### src/rtl/perceptron_pkg.sv
// Shared types, activation encodings and the saturation helper for the
// perceptron neuron and future layer arrays built from it.
package perceptron_pkg;

   // Controller states: wait for work, accumulate, activate, present result.
   typedef enum logic [1:0] {
      IDLE = 2'b00,
      ACC  = 2'b01,
      ACT  = 2'b10,
      OUT  = 2'b11
   } state_t;

   // Activation selector encodings; 2'b11 is reserved and behaves as linear.
   localparam logic [1:0] ACT_LIN  = 2'b00;
   localparam logic [1:0] ACT_RELU = 2'b01;
   localparam logic [1:0] ACT_STEP = 2'b10;

   // Clamp a sign-extended accumulator to the signed range of a w-bit value.
   // The caller keeps the low w bits of the result.
   function automatic logic signed [63:0] sat(input logic signed [63:0] acc,
                                              input int                 w);
      logic signed [63:0] hi;
      logic signed [63:0] lo;
      hi = (64'sd1 <<< (w - 1)) - 64'sd1;
      lo = -(64'sd1 <<< (w - 1));
      if (acc > hi) begin
         return hi;
      end else if (acc < lo) begin
         return lo;
      end else begin
         return acc;
      end
   endfunction

endpackage

### src/rtl/perceptron_act.sv
// Combinational activation stage: maps a wide signed accumulator to a
// W-bit result using linear-saturate, ReLU or step.
module perceptron_act
   import perceptron_pkg::*;
#(
   parameter int W     = 8,
   parameter int ACC_W = 20
) (
   input  logic signed [ACC_W-1:0] i_acc,
   input  logic        [1:0]       i_mode,
   output logic signed [W-1:0]     o_result
);

   logic w_pos;

   // Strictly positive: sign bit clear and not zero.
   assign w_pos = !i_acc[ACC_W-1] && (i_acc != '0);

   // Select the activation; every path assigns the result.
   always_comb begin
      // NOTE: a default assignment up front keeps this purely combinational;
      // any path left unassigned would infer a latch.
      o_result = W'(sat(64'(i_acc), W));
      case (i_mode)
         ACT_RELU: o_result = w_pos ? W'(sat(64'(i_acc), W)) : '0;
         ACT_STEP: o_result = w_pos ? W'(1) : '0;
         default:  ;
      endcase
   end

endmodule

### src/rtl/perceptron_mac.sv
// Sequential perceptron neuron: programmable weights and bias, one shared
// multiply-accumulate over N_IN cycles, then a selectable activation.
module perceptron_mac
   import perceptron_pkg::*;
#(
   parameter int N_IN  = 8,
   parameter int W     = 8,
   parameter int ACC_W = 2 * W + $clog2(N_IN + 1)
) (
   input  logic                       clk,
   input  logic                       rst_n,
   input  logic                       wr_en,
   input  logic [$clog2(N_IN+1)-1:0]  wr_addr,
   input  logic signed [W-1:0]        wr_data,
   output logic                       wr_ready,
   input  logic [1:0]                 act_mode,
   input  logic [N_IN*W-1:0]          in_data,
   input  logic                       in_valid,
   output logic                       in_ready,
   output logic signed [W-1:0]        out_data,
   output logic                       out_valid,
   input  logic                       out_ready
);

   localparam int AW = $clog2(N_IN + 1);
   localparam int IW = $clog2(N_IN);
   localparam logic [AW-1:0] BIAS_ADDR = AW'(N_IN);
   localparam logic [IW-1:0] LAST_IDX  = IW'(N_IN - 1);

   state_t                   r_state;
   state_t                   w_next_state;
   logic signed [W-1:0]      r_weights [N_IN];
   logic signed [W-1:0]      r_bias;
   logic [N_IN*W-1:0]        r_x;
   logic [1:0]               r_mode;
   logic signed [ACC_W-1:0]  r_acc;
   logic [IW-1:0]            r_idx;
   logic signed [W-1:0]      r_out_data;
   logic                     r_out_valid;

   logic                     w_wr_fire;
   logic                     w_in_fire;
   logic                     w_out_fire;
   logic                     w_last;
   logic signed [W-1:0]      w_start_bias;
   logic signed [W-1:0]      w_x_cur;
   logic signed [W-1:0]      w_w_cur;
   logic signed [2*W-1:0]    w_prod;
   logic signed [W-1:0]      w_act;

   assign w_wr_fire  = wr_en && wr_ready;
   assign w_in_fire  = in_valid && in_ready;
   assign w_out_fire = r_out_valid && out_ready;
   assign w_last     = (r_idx == LAST_IDX);

   // A bias written in the same cycle as the input handshake seeds the sum.
   assign w_start_bias = (w_wr_fire && (wr_addr == BIAS_ADDR)) ? wr_data : r_bias;

   assign w_x_cur = r_x[int'(r_idx) * W +: W];
   assign w_w_cur = r_weights[r_idx];
   assign w_prod  = w_x_cur * w_w_cur;

   assign out_data  = r_out_data;
   assign out_valid = r_out_valid;

   // State register.
   always_ff @(posedge clk or negedge rst_n) begin
      // NOTE: clocked state uses non-blocking assignments so every register
      // samples pre-edge values regardless of block ordering.
      if (!rst_n) begin
         r_state <= IDLE;
      end else begin
         r_state <= w_next_state;
      end
   end

   // Next-state decode and the IDLE-only ready strobes.
   always_comb begin
      w_next_state = r_state;
      in_ready     = 1'b0;
      wr_ready     = 1'b0;
      case (r_state)
         IDLE: begin
            in_ready = 1'b1;
            wr_ready = 1'b1;
            if (in_valid) w_next_state = ACC;
         end
         ACC:     if (w_last) w_next_state = ACT;
         ACT:     w_next_state = OUT;
         OUT:     if (out_ready) w_next_state = IDLE;
         default: w_next_state = IDLE;
      endcase
   end

   // Weight and bias register file; out-of-range addresses are ignored.
   always_ff @(posedge clk or negedge rst_n) begin
      // NOTE: this storage is reset on purpose: an abandoned computation must
      // leave all weights and the bias at zero.
      if (!rst_n) begin
         for (int i = 0; i < N_IN; i++) r_weights[i] <= '0;
         r_bias <= '0;
      end else if (w_wr_fire) begin
         if (wr_addr < BIAS_ADDR) begin
            r_weights[wr_addr[IW-1:0]] <= wr_data;
         end else if (wr_addr == BIAS_ADDR) begin
            r_bias <= wr_data;
         end
      end
   end

   // Input capture and the time-shared multiply-accumulate.
   always_ff @(posedge clk or negedge rst_n) begin
      if (!rst_n) begin
         r_x    <= '0;
         r_mode <= ACT_LIN;
         r_acc  <= '0;
         r_idx  <= '0;
      end else begin
         case (r_state)
            IDLE: begin
               if (w_in_fire) begin
                  r_x    <= in_data;
                  r_mode <= act_mode;
                  r_acc  <= ACC_W'(w_start_bias);
                  r_idx  <= '0;
               end
            end
            ACC: begin
               r_acc <= r_acc + ACC_W'(w_prod);
               if (!w_last) r_idx <= r_idx + 1'b1;
            end
            default: ;
         endcase
      end
   end

   perceptron_act #(
      .W     (W),
      .ACC_W (ACC_W)
   ) u_act (
      .i_acc    (r_acc),
      .i_mode   (r_mode),
      .o_result (w_act)
   );

   // Output register: load in ACT, hold until the downstream handshake.
   always_ff @(posedge clk or negedge rst_n) begin
      if (!rst_n) begin
         r_out_data  <= '0;
         r_out_valid <= 1'b0;
      end else if (r_state == ACT) begin
         r_out_data  <= w_act;
         r_out_valid <= 1'b1;
      end else if (w_out_fire) begin
         r_out_valid <= 1'b0;
      end
   end

endmodule

### config.mk
export PLATFORM = sky130hd
export DESIGN_NAME = perceptron_mac
export DESIGN_NICKNAME = d
export VERILOG_FILES = /design/src/rtl/perceptron_pkg.sv /design/src/rtl/perceptron_act.sv /design/src/rtl/perceptron_mac.sv
export SDC_FILE = /design/constraint.sdc
export NUM_CORES = 1
export LEC_CHECK = 0
export ABC_AREA = 1
export ABC_CLOCK_PERIOD_IN_PS = 6500
export CORE_ASPECT_RATIO = 0.8
export CORE_UTILIZATION = 55
export CTS_CLUSTER_DIAMETER = 60
export DETAILED_ROUTE_END_ITERATION = 7
export GPL_TIMING_DRIVEN = 0
export PLACE_DENSITY = 0.76
export SETUP_SLACK_MARGIN = 0.5
export SLEW_MARGIN = 20
export SYNTH_ARGS = -nofsm -noshare
export SYNTH_HDL_FRONTEND = slang
export SYNTH_SLANG_ARGS = --single-unit
### constraint.sdc
create_clock -name clk -period 6.5 [get_ports clk]
set_input_delay 0.975 -clock clk [delete_from_list [all_inputs] [get_ports clk]]
set_output_delay 0.975 -clock clk [all_outputs]
set_load 0.02 [all_outputs]
; ---- Word-level counts from Yosys, hierarchy flattened
; Cells that the tools add are included.
; W data, S select, Z words.
[totals]
ff_bits = 172
in_bits = 83
output_inout_bits = 11
word_cells = 82
[classes]
n_addsub = 2
multipliers = 1
n_lt_le_gt_ge = 6
eq_ne = 12
shifts = 1
n_mux = 24
bitwise = 3
n_reduce_logical = 17
[op_table]
columns = op, n
row1 = $bwmux W64, 1
row2 = $shiftx A64 B7 Y8, 1
row3 = $mux W8, 7
row4 = $pmux W20 S2, 1
row5 = $bmux W8 S3, 1
row6 = $demux W8 S3, 1
row7 = $add A20 B16 Y20, 1
row8 = $gt A20 B8 Y1 const B, 1
row9 = $lt A20 B8 Y1 const B, 1
row10 = $mux W20, 1
row11 = $reduce_bool A20 Y1, 1
row12 = $mul A8 B8 Y16, 1
row13 = $pmux W8 S2, 1
row14 = $ne A2 B2 Y1 const B, 5
row15 = $reduce_and A3 Y1, 3
row16 = $ge A4 B4 Y1 const B, 2
row17 = $not A3 Y4, 2
row18 = $pmux W2 S4, 1
row19 = $eq A2 B2 Y1 const B, 3
row20 = $logic_and A1 B1 Y1, 6
row21 = $mux W2, 3
row22 = $mux W3, 2
row23 = $pmux W3 S2, 1
row24 = $reduce_and A2 Y1, 3
row25 = 11 further kinds, 16

; ---- Longest topological paths before layout
[logic_depth]
word_depth = 7
mapped_depth = 30

; ---- Modules after synthesis
; From an unflattened synthesis, not the netlist that was laid out.
[hier_totals]
cells_unflattened = 1435
hier_area_um2 = 11736.3
[modules_own_cells]
columns = mod, n_inst, cells_per_inst, area_per_inst_um2, seq_area_each_um2
row1 = perceptron_mac, 1, 1377, 11461.0, 4304.1
row2 = perceptron_act, 1, 58, 275.3, 0.0

; ---- Least setup slack after synthesis
; OpenSTA, ideal clock, no wires.
[synth_timing]
path_kind = flip-flop to flip-flop
start = register r_idx[0]
end = register r_acc[12]
setup_time_ps = 122
arrival_ps = 5754
path_slack_ps = 625
stages_incl_launch_ff = 19
n_path_buf = 1
period_less_slack_ps = 5875
path_cell_list = dfrtp_1 -> inv_2 -> clkbuf_1 -> nor2_1 -> o221ai_1 -> o21ai_2 -> a21oi_1 -> fa_1 -> fa_1 -> fa_1 -> fa_1 -> ha_1 -> ha_1 -> a21oi_1 -> or2_2 -> nand3_1 -> or2_2 -> nand3_1 -> a21oi_1
[synth_via]
elab_chain_cells = 7
[synth_rtl]
columns = element, line
row1 = from (decl), perceptron_mac.sv:37  ; logic [IW-1:0] r_idx;
row2 = from (signal assigned), perceptron_mac.sv:130  ; if (!w_last) r_idx <= r_idx + 1'b1;
row3 = branches (longest 4 deep; another with $shiftx A64 B7 Y8), --
row4 = $mul A8 B8 Y16 *, perceptron_mac.sv:61  ; assign w_prod = w_x_cur * w_w_cur;
row5 = $add A20 B16 Y20 *, perceptron_mac.sv:129  ; r_acc <= r_acc + ACC_W'(w_prod);
row6 = $pmux W20 S2 *, perceptron_mac.sv:119  ; case (r_state)
row7 = to (signal assigned), perceptron_mac.sv:124  ; r_acc <= ACC_W'(w_start_bias);
row8 = to (signal assigned), perceptron_mac.sv:129
row9 = to (decl), perceptron_mac.sv:36  ; logic signed [ACC_W-1:0] r_acc;
; Every way passes the cells marked *. The select of a mux whose other input is x is not followed.
; A chain may end at the register's enable or synchronous reset.

; ---- Final worst setup path
; Same ends and word-level chain as after synthesis.

==> metrics.txt <==
Worst setup SP type=register; Initial DRC Count=between 1k and 1.5k; CTS tree=yes; flop-to-flop setup slack=between 700 and 800 ps; core area=between 20000 and 25000 um2; area of the multi-input gates=6544 um2; Reg-to-Reg Start=r_idx[0]; Netlist Area Pre-Place=11570 um2; total number of vias=10.06k; Worst Skew=~9.9 ps; Final nets=about 1.8k; clk sinks=around 170; final hold violation count=0; Reg area=4304 um2; worst endpoint data arrival time=a little over 6000 ps; number of synthesis warnings=0; row cnt=47; hold-fix buffers at CTS=0; die height=between 100 and 150 um; GR Overflow Total=0; port bufs=93; largest net degree at the start of global routing=73; minimum clock period=5764 ps; M2 GR Usage=between 40% and 50%; Final Hold Slack=386.4 ps; post-synth top area share=37.19%; RSZ-0062 raised after global routing=no; Area Overhead vs Synth=20.20%; Die W=between 150 and 200 um; Worst Path Required=6820 ps; CTS buffer count=17; GRT Max-Usage Layer=met1; GR met3 Demand/Resource=under 10%; Avg Synthesized Cell Area=approximately 8.3 um2; max-slew violations=0; DRT antenna net count=0; Die Area=between 20000 and 25000 um2; CTS root buf=clkbuf_16; GP Congestion=~0.93; share of cells above drive strength 1=approximately 8.8%; met1 Use GR=between 40% and 50%; CTS H-tree depth=4; maximum clock path buffer count=2; detailed-route DRC error count=0; crit path kind=reg2reg; DRT Wirelength=~32000 um; status=completed; max-cap check violation count=0; HPWL Detailed=between 20000 and 25000 um; CTS clk-pin slew, worst paths=~70 ps; post-synth cell types=between 40 and 50; drt first pass iters=5; Worst Tran Pin Value=754.1 ps; Crit. End Element=register; starting density of the core=roughly 56%; HP Class=in2async; vias in the first global route=around 9.7k; top post-synthesis cells by area=dfrtp_1, fa_1, nand2_1; Filler cells=around 1.7k; initial antenna violation count=0; # setup viols final=0; Clock Latency Late Sink=around 440 ps; Final Cycle Share=88.67%; Ports=94; sequential share of the synthesized area=37.19%; Synth Instances=1397; Tot GR Track Use=31.06%; Max Clock Freq=0.1735 GHz; WL/cell=17.76 um; first-pass GRT wire length=slightly above 50000 um; largest area contributor in the netlist=dfrtp_1; R2R Path End=r_acc[12]; Worst Reg-to-Reg Cells=22; Yosys reg bits=between 150 and 200; syn_nets=around 1.6k; Inserted Diodes=0; CP max FO=10; Slew headroom=about half; vias per cell=between 5 and 6
==> sequential cells by signal (all words and copies together) (netlist names) <==
signal	count
r_weights	64
r_x	64
r_acc	20
out_data	8
r_bias	8
r_idx	3
r_mode	2
r_state	2
out_valid	1
==> metrics by stage <==
stage | area [um2] | setup slack, ps | TNS [ps] | util, % | cells
after floorplan | 11570 | 624.8 | 0 | - | 1397
after global placement | 12840 | -2612 | -450590 | 62.22 | 1759
after detailed placement | 12920 | -111.0 | -327.6 | 62.58 | 1762
after CTS | 13600 | 511.7 | 0 | 65.91 | 1795
after global routing | 13910 | 480.2 | 0 | 67.41 | 1809
final | 13910 | 736.1 | 0 | 67.41 | 1809
==> worst max-delay path by stage <==
stage / startpoint / end / cells after the start
finish: r_idx[0] / r_acc[12] / 22
floorplan: r_idx[0] / r_acc[12] / 18
CTS: r_idx[0] / r_acc[18] / 23
global route: r_idx[0] / r_acc[12] / 22
global placement: rst_n / r_mode[0] / 1
detailed placement: r_idx[0] / r_acc[12] / 21
==> cells in the final DEF, fill, tap and decap left out, types with 5 or more instances in the layout <==
cell	count
a21oi_1	25
inv_2	7
o21ai_2	5
clkbuf_1	24
clkdlybuf4s50_1	92
o21a_1	5
o22ai_1	11
o32ai_2	6
nand4_1	11
a21oi_2	5
ha_1	51
nor2_1	164
nand2_1	379
o21ai_0	132
clkbuf_4	5
o32ai_1	14
fa_1	86
a22oi_1	5
nand3_1	33
buf_6	7
clkbuf_16	17
dfrtp_1	172
or2_1	5
inv_1	168
mux2i_1	7
buf_2	5
buf_4	22
==> cell usage after synthesis, drive strengths merged <==
library cell  count
a21oi            32
a22oi             5
a31oi             1
a32o              1
buf              26
clkbuf           26
clkinv            1
dfrtp           172
fa               88
ha               54
inv             177
mux2i            11
nand2           381
nand3            34
nand3b            3
nand4            11
nor2            168
nor3              5
o211ai            1
o21a              5
o21ai           144
o221ai            3
o22ai            15
o31ai             2
o32ai            20
or2               9
xnor2             1
xor2              1
==> final cells by class <==
class                   count  share of cell area, %
multi-input cells         995                  47.03
flip-flops and latches    172                  30.94
repair buffers            111                  8.040
inverters                 178                  4.847
clock buffers              17                  3.058
well taps                 269                  2.419
plain buffers              52                  2.203
clock inverters            15                  1.466
==> layer usage <==
metal	up-vias	share of wire, %
met5	-	0
met4	0	1.5
met3	40	9.7
met2	486	42
met1	4826	47
li1	4709	-
==> worst max-delay path, cell delays in order, from the launching register on <==
cell     delay [ps]
dfrtp_1         430
buf_6           190
buf_6           170
mux2i_2         240
o22ai_1         170
o22ai_4         320
buf_4           180
nor2_1           50
fa_1            530
inv_1            50
fa_1            470
inv_1            60
fa_1            520
fa_1            590
fa_1            470
ha_4            280
a21oi_1         130
nand2_1         130
nand2_1          90
nand3_1         110
or2_2           290
nand3_1          80
a21oi_1          80
==> what timing repair did <==
action	4_1_cts	5_1_grt
setup buffers	1	14
pin swaps	1	4
resized for setup	11	57
endpoints found under the setup margin	13	11
==> kinds of logic (layout without fill, tap and decap cells) <==
kind of cell / after synthesis / after routing / synth area share [%]
compound gates: 229 / 229 / 11.65
xor+xnor: 2 / 2 / 0.1514
fa+ha+maj: 142 / 142 / 21.06
buf+inv: 230 / 373 / 8.064
flops: 172 / 172 / 37.19
mux: 11 / 11 / 0.9513
simple gates: 611 / 611 / 20.94
Power is not shown: default switching activity piles up to over one toggle a cycle in this logic, so the estimate is an artifact.
